## src/rtl/ysyx_23060201_mem_arbiter.sv

```systemverilog
// Round-robin arbiter sharing one data-memory port between IFU fetches and LSU loads/stores.
// One transaction in flight; the response is held until the owning requester accepts it.
module ysyx_23060201_mem_arbiter #(
    parameter int ADDR_WIDTH  = 32,
    parameter int DATA_WIDTH  = 32,
    parameter int MEM_LATENCY = 1
) (
    input  logic                  clk,
    input  logic                  rst_n,
    input  logic                  ifu_req_valid,
    output logic                  ifu_req_ready,
    input  logic [ADDR_WIDTH-1:0] ifu_raddr,
    output logic                  ifu_resp_valid,
    input  logic                  ifu_resp_ready,
    output logic [DATA_WIDTH-1:0] ifu_rdata,
    input  logic                  lsu_req_valid,
    output logic                  lsu_req_ready,
    input  logic                  lsu_req_wen,
    input  logic [ADDR_WIDTH-1:0] lsu_addr,
    input  logic [DATA_WIDTH-1:0] lsu_wdata,
    input  logic [7:0]            lsu_mask,
    output logic                  lsu_resp_valid,
    input  logic                  lsu_resp_ready,
    output logic [DATA_WIDTH-1:0] lsu_rdata,
    output logic                  mem_ren,
    output logic [ADDR_WIDTH-1:0] mem_raddr,
    output logic [7:0]            mem_rmask,
    input  logic [DATA_WIDTH-1:0] mem_rdata,
    output logic                  mem_wen,
    output logic [ADDR_WIDTH-1:0] mem_waddr,
    output logic [DATA_WIDTH-1:0] mem_wdata,
    output logic [7:0]            mem_wmask
);
    localparam int CNT_W = (MEM_LATENCY > 1) ? $clog2(MEM_LATENCY) : 1;

    typedef enum logic [1:0] {IDLE, ACCESS, RESP} state_t;

    state_t           state;
    logic             last_lsu;
    logic             owner_lsu;
    logic             is_write;
    logic [CNT_W-1:0] cnt;
    logic             grant_ifu;
    logic             grant_lsu;

    // Ready is gated by rst_n so no handshake can be reported while reset is held.
    always_comb begin
        grant_ifu = 1'b0;
        grant_lsu = 1'b0;
        if (rst_n && state == IDLE) begin
            if (ifu_req_valid && (!lsu_req_valid || last_lsu)) begin
                grant_ifu = 1'b1;
            end else if (lsu_req_valid) begin
                grant_lsu = 1'b1;
            end
        end
    end

    assign ifu_req_ready = grant_ifu;
    assign lsu_req_ready = grant_lsu;

    always_ff @(posedge clk or negedge rst_n) begin
        if (!rst_n) begin
            state          <= IDLE;
            last_lsu       <= 1'b1;
            owner_lsu      <= 1'b0;
            is_write       <= 1'b0;
            cnt            <= '0;
            ifu_resp_valid <= 1'b0;
            lsu_resp_valid <= 1'b0;
            ifu_rdata      <= '0;
            lsu_rdata      <= '0;
            mem_ren        <= 1'b0;
            mem_raddr      <= '0;
            mem_rmask      <= '0;
            mem_wen        <= 1'b0;
            mem_waddr      <= '0;
            mem_wdata      <= '0;
            mem_wmask      <= '0;
        end else begin
            case (state)
                IDLE: begin
                    if (grant_ifu || grant_lsu) begin
                        owner_lsu <= grant_lsu;
                        last_lsu  <= grant_lsu;
                        cnt       <= CNT_W'(MEM_LATENCY - 1);
                        state     <= ACCESS;
                        if (grant_lsu && lsu_req_wen) begin
                            is_write  <= 1'b1;
                            mem_wen   <= 1'b1;
                            mem_waddr <= lsu_addr;
                            mem_wdata <= lsu_wdata;
                            mem_wmask <= lsu_mask;
                        end else begin
                            is_write  <= 1'b0;
                            mem_ren   <= 1'b1;
                            mem_raddr <= grant_lsu ? lsu_addr : ifu_raddr;
                            mem_rmask <= grant_lsu ? lsu_mask : 8'h0F;
                        end
                    end
                end
                ACCESS: begin
                    // A store pulses mem_wen only in the first ACCESS cycle.
                    mem_wen <= 1'b0;
                    if (cnt == '0) begin
                        mem_ren <= 1'b0;
                        state   <= RESP;
                        if (owner_lsu) begin
                            lsu_rdata      <= is_write ? '0 : mem_rdata;
                            lsu_resp_valid <= 1'b1;
                        end else begin
                            ifu_rdata      <= mem_rdata;
                            ifu_resp_valid <= 1'b1;
                        end
                    end else begin
                        cnt <= cnt - CNT_W'(1);
                    end
                end
                RESP: begin
                    if (owner_lsu ? lsu_resp_ready : ifu_resp_ready) begin
                        ifu_resp_valid <= 1'b0;
                        lsu_resp_valid <= 1'b0;
                        state          <= IDLE;
                    end
                end
                default: state <= IDLE;
            endcase
        end
    end
endmodule

```

## config.mk

```make
export PLATFORM = sky130hd
export DESIGN_NAME = ysyx_23060201_mem_arbiter
export DESIGN_NICKNAME = d
export VERILOG_FILES = /design/src/rtl/ysyx_23060201_mem_arbiter.sv
export SDC_FILE = /design/constraint.sdc
export NUM_CORES = 1
export LEC_CHECK = 0
export ABC_AREA = 0
export CORE_MARGIN = 4
export CORE_UTILIZATION = 43
export DETAILED_ROUTE_END_ITERATION = 16
export PLACE_DENSITY = 0.77
export RECOVER_POWER = 25
export SLEW_MARGIN = 0
export SYNTH_ARGS = -nofsm -noshare
export SYNTH_HDL_FRONTEND = slang
export SYNTH_SLANG_ARGS = --single-unit
```

## constraint.sdc

```tcl
create_clock -name clk -period 2.5 [get_ports clk]
set_input_delay 0.375 -clock clk [delete_from_list [all_inputs] [get_ports clk]]
set_output_delay 0.375 -clock clk [all_outputs]
set_load 0.01 [all_outputs]
```

# Word level (Yosys, flattened, before mapping)
# Cells that the tools add are included.
# classes
add_sub_neg,1
n_reduce_logical,20
bitwise,3
eq_ne,9
mux,31
# ops
operator,count
32-bit two-way mux,2
1-bit two-way mux,19
3-bit AND reduction,6
4-bit AND reduction,3
2-bit inequality test (second input constant),5
1-bit one-hot mux with 2 select lines,5
8-bit two-way mux,1
2-bit two-way mux,3
2-bit one-hot mux with 3 select lines,1
2-bit by 1-bit inequality test with 1-bit output (second input constant),2
2-bit AND reduction,2
2-bit nonzero test,2
1-bit logical AND,3
1-bit inverter,3
2-bit by 1-bit equality test with 1-bit output (second input constant),1
2-bit equality test (second input constant),1
2-bit logical NOT,1
1-bit logical OR,2
1-bit logical NOT,1
1-bit subtractor (second input constant),1
# word_totals
elab_cells,80
ff_bits,186

# Logic depth before layout (Yosys ltp)
# Gate-level depths: netlist (run 1).
# logic_depth
depth_word,9
mapped_depth,6
depth_no_buf,3

# Worst setup path before layout (run 1)
# Ideal clock, no wire load.
# synth_path
path_type,register -> register
start,register state[0]
end,register mem_waddr[0]
path_stages_with_launch,7
period_less_slack_ns,1.995
setup_slack_ns,0.505
arrival_ns,1.870
cell_sequence,dfrtp_1 -> or3b_1 -> buf_2 -> or3_1 -> buf_6 -> buf_6 -> mux2_4
# synth_via
elab_chain_len,5
word_cells_on_any_way,7
cone_classes,mux (2); reduce/logical (5)
# synth_rtl
item,line_no,rtl
from (decl),38,state_t state;
from (signal assigned),64,state <= IDLE;
from (signal assigned),87,state <= ACCESS;
from (signal assigned),107,state <= RESP;
2-bit logical NOT *,"50, 81",
1-bit logical AND,50,if (rst_n && state == IDLE) begin
1-bit two-way mux,50,
1-bit logical OR / 1-bit logical AND (equally long branches),"83, 88",
3-bit AND reduction (no line) *,-,
to (signal assigned),91,mem_waddr <= lsu_addr;
to (decl),30,"output logic [ADDR_WIDTH-1:0] mem_waddr,"
# Every way passes the cells marked *; elsewhere a longest branch is shown, timed or not.
# A chain may end at the register's enable or synchronous reset.

# Worst setup path in the final report (run 1)
# layout_path
start,register state[0]
end,register mem_wdata[15]
# layout_via
elab_chain_len,5
word_cells_on_any_way,7
cone_classes,mux (2); reduce/logical (5)
# layout_rtl
item,line_no,rtl
2-bit logical NOT *,"50, 81",
1-bit logical AND,50,
1-bit two-way mux,50,
1-bit logical OR / 1-bit logical AND (equally long branches),"83, 88",
3-bit AND reduction (no line) *,-,
to (signal assigned),92,mem_wdata <= lsu_wdata;
to (decl),31,"output logic [DATA_WIDTH-1:0] mem_wdata,"
# Marked as above.

==> results of run 1 <==
flip-flops by register name, indices dropped and copies added, names as in the netlist:
register,flops
mem_ren,1
mem_wmask,8
mem_wen,1
is_write,1
last_lsu,1
mem_wdata,32
lsu_resp_valid,1
ifu_rdata,32
ifu_resp_valid,1
mem_waddr,32
mem_rmask,8
state,2
owner_lsu,1
lsu_rdata,32
mem_raddr,32
repair_timing:
action                                  in CTS  in global routing
resized for setup                            1                  2
setup buffers                                0                  2
endpoints found under the setup margin       2                  2
endpoints found under the hold margin        0                  0
pin swaps                                    0                  1
critical path: stages, from the launching register on:
cell	delay, ns
dfrtp_1	0.46
or3b_4	0.48
buf_4	0.16
or3_4	0.40
buf_12	0.21
mux2_4	0.33
per-stage QoR:
| stage | utilization [%] | hold WS [ns] | worst slack (ns) | instance area, um2 |
|---|---|---|---|---|
| floorplan | - | 0.0794 | 0.505 | 7690 |
| global placement | 64.4 | 0.463 | 0.272 | 11200 |
| detailed placement | 64.4 | 0.471 | 0.241 | 11200 |
| CTS | 68.0 | 0.233 | 0.0156 | 11800 |
| global route | 68.0 | 0.466 | 0.294 | 11800 |
| finish | 68.0 | 0.456 | 0.303 | 11800 |
cells in the final DEF, fill, tap and decap left out, types with 2 or more instances in the layout:
| cell type | instances |
|---|---|
| a21oi_1 | 2 |
| a2bb2oi_1 | 32 |
| buf_12 | 3 |
| buf_4 | 10 |
| bufinv_16 | 2 |
| clkbuf_16 | 17 |
| clkdlybuf4s50_1 | 321 |
| clkinv_4 | 2 |
| clkinv_8 | 3 |
| dfrtp_1 | 184 |
| dlymetal6s2s_1 | 2 |
| inv_1 | 9 |
| inv_6 | 2 |
| inv_8 | 5 |
| mux2_2 | 46 |
| mux2_4 | 58 |
| mux2i_1 | 33 |
| nand2_1 | 65 |
| nand3b_1 | 2 |
| nor2_1 | 3 |
| o21ai_0 | 40 |
| o22a_1 | 4 |
| o2bb2ai_1 | 4 |
| or2_2 | 32 |
cells by family after synthesis:
| logic type | synth area share, % |
|---|---|
| buffers and inverters | 2.90 |
| DFF | 60.2 |
| AOI/OAI and AO/OA | 7.89 |
| muxes | 22.4 |
| and+or+nand+nor | 6.64 |
power groups by stage:
| stage | Clock (mW) | Sequential, mW | Combinational, mW |
|---|---|---|---|
| final | 2.82 | 5.36 | 6.69 |
| after global routing | 3.02 | 5.53 | 7.09 |
| after CTS | 2.89 | 5.37 | 6.77 |
| after detailed placement | 0 | 5.37 | 6.74 |
| after global placement | 0 | 5.32 | 6.58 |
| after floorplan | 0 | 5.92 | 2.19 |
per-layer routing:
metal	vias up	routed length, um	track usage, %
met1	2823	8630	25.7
li1	2599	-	-
met3	32	2070	7.92
met4	0	419	7.27
met2	256	11500	38.5
met5	-	0	0
final cells by class:
| class | instances | area, um2 | share of cell area, % |
|---|---|---|---|
| clock buffer | 17 | 425 | 3.59 |
| clock inverter | 15 | 208 | 1.75 |
| inverter | 9 | 33.8 | 0.285 |
| multi-input combinational | 334 | 2880 | 24.3 |
| sequential | 185 | 4630 | 39.1 |
| tap | 225 | 282 | 2.38 |
| timing repair buffer | 338 | 3390 | 28.6 |
how the worst max path moves through the flow:
stage,from,end,slack [ns]
global route,state[0],mem_wdata[12],0.29
floorplan,state[0],mem_waddr[0],0.51
global placement,lsu_req_valid,lsu_req_ready,0.27
finish,state[0],mem_wdata[15],0.30
CTS,state[0],ifu_req_ready,0.02
detailed placement,lsu_req_valid,mem_wdata[15],0.24
==> flow_summary.toml, run 1 <==
[power]
seqPwrFrac_pct = 36.1
total_power_mw = 14.9
clkPwrFrac_pct = 19.0
p_comb_share_pct = 45.0
vdd.ir_drop.worst_uv = 627
p_leak_nw = 5.30
p_int_mw = 10.1
power_switching_mw = 4.77
p_per_area_nw_per_um2 = 1260
switching_share_pct = 32.0

[route]
drc = 0
dr.pass1.iters = 4
wirelength_um = 22600
vias = 5710
routed_via_density = 5.08
ant_nets = 0
drt-wirelength-per-cell_um = 20.1
drtIter0Drc = 213

[critical_path]
rr_endpoint = "mem_wdata[15]"
end_kind = "flip-flop"
path_class = "reg2reg"
reg2regPathDepth = 5
critical_path_arrival_ns = 2.50
cp_max_fo = 42
start_kind = "flip-flop"
r2r_start = "state[0]"
r2r_slack_ns = 0.30
required_ns = 2.81

[die]
rows = 48
die_area_um2 = 20100
die_h_um = 142
io_pins = 325
start_util_pct = 44.2
core_um2 = 17400
die_w_um = 142

[grt]
overflow = 0
grt_pass1_wl_um = 34700
track_usage_pct = 22.2
grt_max_degree = 186
grt_pass1_vias = 6356
antenna_found_initial = 0

[clock_network]
htreeDepth = 4
clkTransAtPathRegs_ns = 0.07
ctsHoldBuffers = 0
clock-sinks = 185
cts_tree = "yes"
cts_buffers = 17
clock_latency_ns = 0.43
root_buffer = "clkbuf_16"
clockBufferDepth = 2

[synthesis]
avgSynthCellArea_um2 = 13.7
synth-seq-cells = 185
synth_top_area_cell = "dfrtp_1"
synth_cells = 563
yosysSeqAreaShare_pct = 60.2
synthesis.nets = 706
synthTopCellsByArea = "dfrtp_1 60%, mux2_4 11%, mux2_2 6.7%"
yosysMostFrequentCell = "dfrtp_1"
synth_cell_types = 28
ys_warn_count = 0
synth_common_cells = "184 x dfrtp_1, 65 x nand2_1, 58 x mux2_4"
ys_dominant_reg_cell = "dfrtp_1"
synth_top_area_share_pct = 59.9
synth_area_um2 = 7690
async_reset_ff_share_pct = 100
synth-edff-count = 0

[timing]
min_period_over_period_pct = 87.9
worst_pin_slew_ns = 1.66
slew_headroom_pct = -10.4
layout_min_cycle_time_ns = 2.20
hold_violations = 0
setup_viol = 0
report.final.slew_viol_count = 186
finClkSkew_ns = 0.0101
fin_setup_tns_ns = 0
rsz0062_at_grt = "false"
fmax_mhz = 455

[placement]
place_congestion = 0.852
portBuffers = 324
dp_hpwl_um = 16500
dp_cells = 1089

[layout]
nFillCells = 1221
diodes = 0
area_growth_pct = 54.0
final_layout_size_suffix_gt1_share_pct = 21.2
nets = 1028
fin_cells = 1123

[status]
status = "complete, but fails checks"
violations = "capacitance limit, slew limit"

[run]
cap_violations = 1

[worst_hold_path]
min_path_cells = 3
min_to = "last_lsu"
hp-class = "in2reg"
hold_path.startpoint = "rst_n"
Power figures use the tool's default switching activity.
==> run 2, diff against run 1 <==
--- a/config.mk
+++ b/config.mk
@@ -6,10 +6,11 @@
 export NUM_CORES = 1
 export LEC_CHECK = 0
 export ABC_AREA = 0
-export CORE_MARGIN = 4
-export CORE_UTILIZATION = 43
+export CORE_AREA = 4 4 126 128
 export DETAILED_ROUTE_END_ITERATION = 16
-export PLACE_DENSITY = 0.77
+export DIE_AREA = 0 0 130 132
+export DONT_BUFFER_PORTS = 1
+export PLACE_DENSITY = 0.63
 export RECOVER_POWER = 25
 export SLEW_MARGIN = 0
 export SYNTH_ARGS = -nofsm -noshare
==> flow_summary.toml, run 2 (synthesized netlist as in run 1, its figures left out) <==
[status]
status = "complete, but fails checks"
violations = "hold timing"

[route]
routed_via_density = 5.73
ant_nets = 0
drtIter0Drc = 209
drt-wirelength-per-cell_um = 24.1
vias = 4341
dr.pass1.iters = 4
wirelength_um = 18300
drc = 0

[timing]
finClkSkew_ns = 0.00677
setup_viol = 0
report.final.slew_viol_count = 0
fin_setup_tns_ns = 0
fmax_mhz = 474
slew_headroom_pct = 64.5
hold_slack_ns = -0.348
min_period_over_period_pct = 84.3
rsz0062_at_grt = "false"
layout_min_cycle_time_ns = 2.11
worst_pin_slew_ns = 0.529
hold_violations = 185

[layout]
nets = 700
final_layout_size_suffix_gt1_share_pct = 32.3
area_growth_pct = 9.76
fin_area_um2 = 8440
layout_commonest_cell = "dfrtp_1"
final_cell_mix = "184 x dfrtp_1, 65 x nand2_1, 58 x mux2_4"
diodes = 0

[die]
die_area_um2 = 17200
die_h_um = 132
io_pins = 325
core_um2 = 14900
start_util_pct = 51.7
rows = 45
die_w_um = 130

[grt]
track_usage_pct = 21.0
antenna_found_initial = 0
overflow = 0
met2_usage_pct = 35.0
gr-usage-met3_pct = 10.0
grt_use_met1_pct = 23.8
grt_pass1_vias = 4630
grt_pass1_wl_um = 27800
grt_busiest_layer = "met2"
grt_max_degree = 187

[placement]
dp_hpwl_um = 13200
portBuffers = 0
place_congestion = 0.790
post_dp_cell_area_um2 = 7860

[worst_hold_path]
hp-class = "in2async"

[clock_network]
clock-sinks = 185
cts_buffers = 17
post_cts.repair.setup_buffers = 0
htreeDepth = 4
clock_latency_ns = 0.42
clkTransAtPathRegs_ns = 0.06
root_buffer = "clkbuf_16"
cts_tree = "yes"
clockBufferDepth = 2
cts_resized = 0

[critical_path]
rr_endpoint = "mem_wdata[14]"
path_class = "reg2reg"
start_kind = "flip-flop"
r2r_slack_ns = 0.39
r2r_start = "state[0]"
required_ns = 2.80
cp_max_fo = 50
end_kind = "flip-flop"
critical_path_arrival_ns = 2.40
reg2regPathDepth = 4

[power]
p_per_area_nw_per_um2 = 1360
p_leak_nw = 3.95
vdd.ir_drop.worst_uv = 565

[run]
cap_violations = 0
[run 2: cell count changes in the layout (fill, tap and decap cells not counted), sizes merged]
cell,delta
clkdlybuf4s50,-321
inv,-5
buf,-4
clkbuf,+4
clkinv,-2
clkinvlp,+2
dlymetal6s2s,-2
bufinv,-1
[run 2: layout make-up]
type	count	area, um2
multi-input cells	334	2870
repair buffers	10	87.6
fillers	1224	6420
flip-flops and latches	185	4630
clock inverters	9	88.8
clock buffers	22	494
inverters	9	33.8
well taps	188	235
[run 2: worst max-delay path, stage by stage (launching register included)]
cell and delay, ns:
dfrtp_1 0.44, or3b_1 0.39, or3_4 0.49, buf_12 0.24, mux2_4 0.35
[run 2: stage by stage]
stage	power (mW)	cells	hold WS, ns	utilization, %	setup slack (ns)
floorplan	8.11	563	0.0794	-	0.505
detailed placement	8.98	726	0.0838	52.9	0.450
finish	11.5	757	-0.348	56.8	0.392
global route	12.1	757	-0.376	56.8	0.333
global placement	8.84	726	0.0838	52.9	0.474
CTS	11.6	757	-0.368	56.8	0.415
[run 2: routing by layer]
| metal | up-vias | routed length [um] |
|---|---|---|
| li1 | 1937 | - |
| met1 | 2157 | 6560 |
| met2 | 223 | 9120 |
| met3 | 24 | 2230 |
| met4 | 0 | 349 |
| met5 | - | 0 |
[run 2: power breakdown]
part | total [mW] | leakage, nW | switching, mW | internal [mW]
registers | 6.38 | 2.19 | 1.91 | 4.47
clock network | 2.60 | 0.281 | 1.10 | 1.51
logic | 2.51 | 1.48 | 0.957 | 1.55
total | 11.5 | 3.95 | 3.96 | 7.52
[run 2: how the worst max path moves through the flow]
stage	start	to	slack, ns	cells past startpoint
5_1_grt	state[0]	lsu_req_ready	0.33	3
3_3_place_gp	state[0]	mem_wdata[20]	0.47	4
2_1_floorplan	state[0]	mem_waddr[0]	0.51	6
4_1_cts	state[0]	lsu_req_ready	0.41	3
3_5_place_dp	state[0]	mem_waddr[4]	0.45	4
6_report	state[0]	mem_wdata[14]	0.39	4
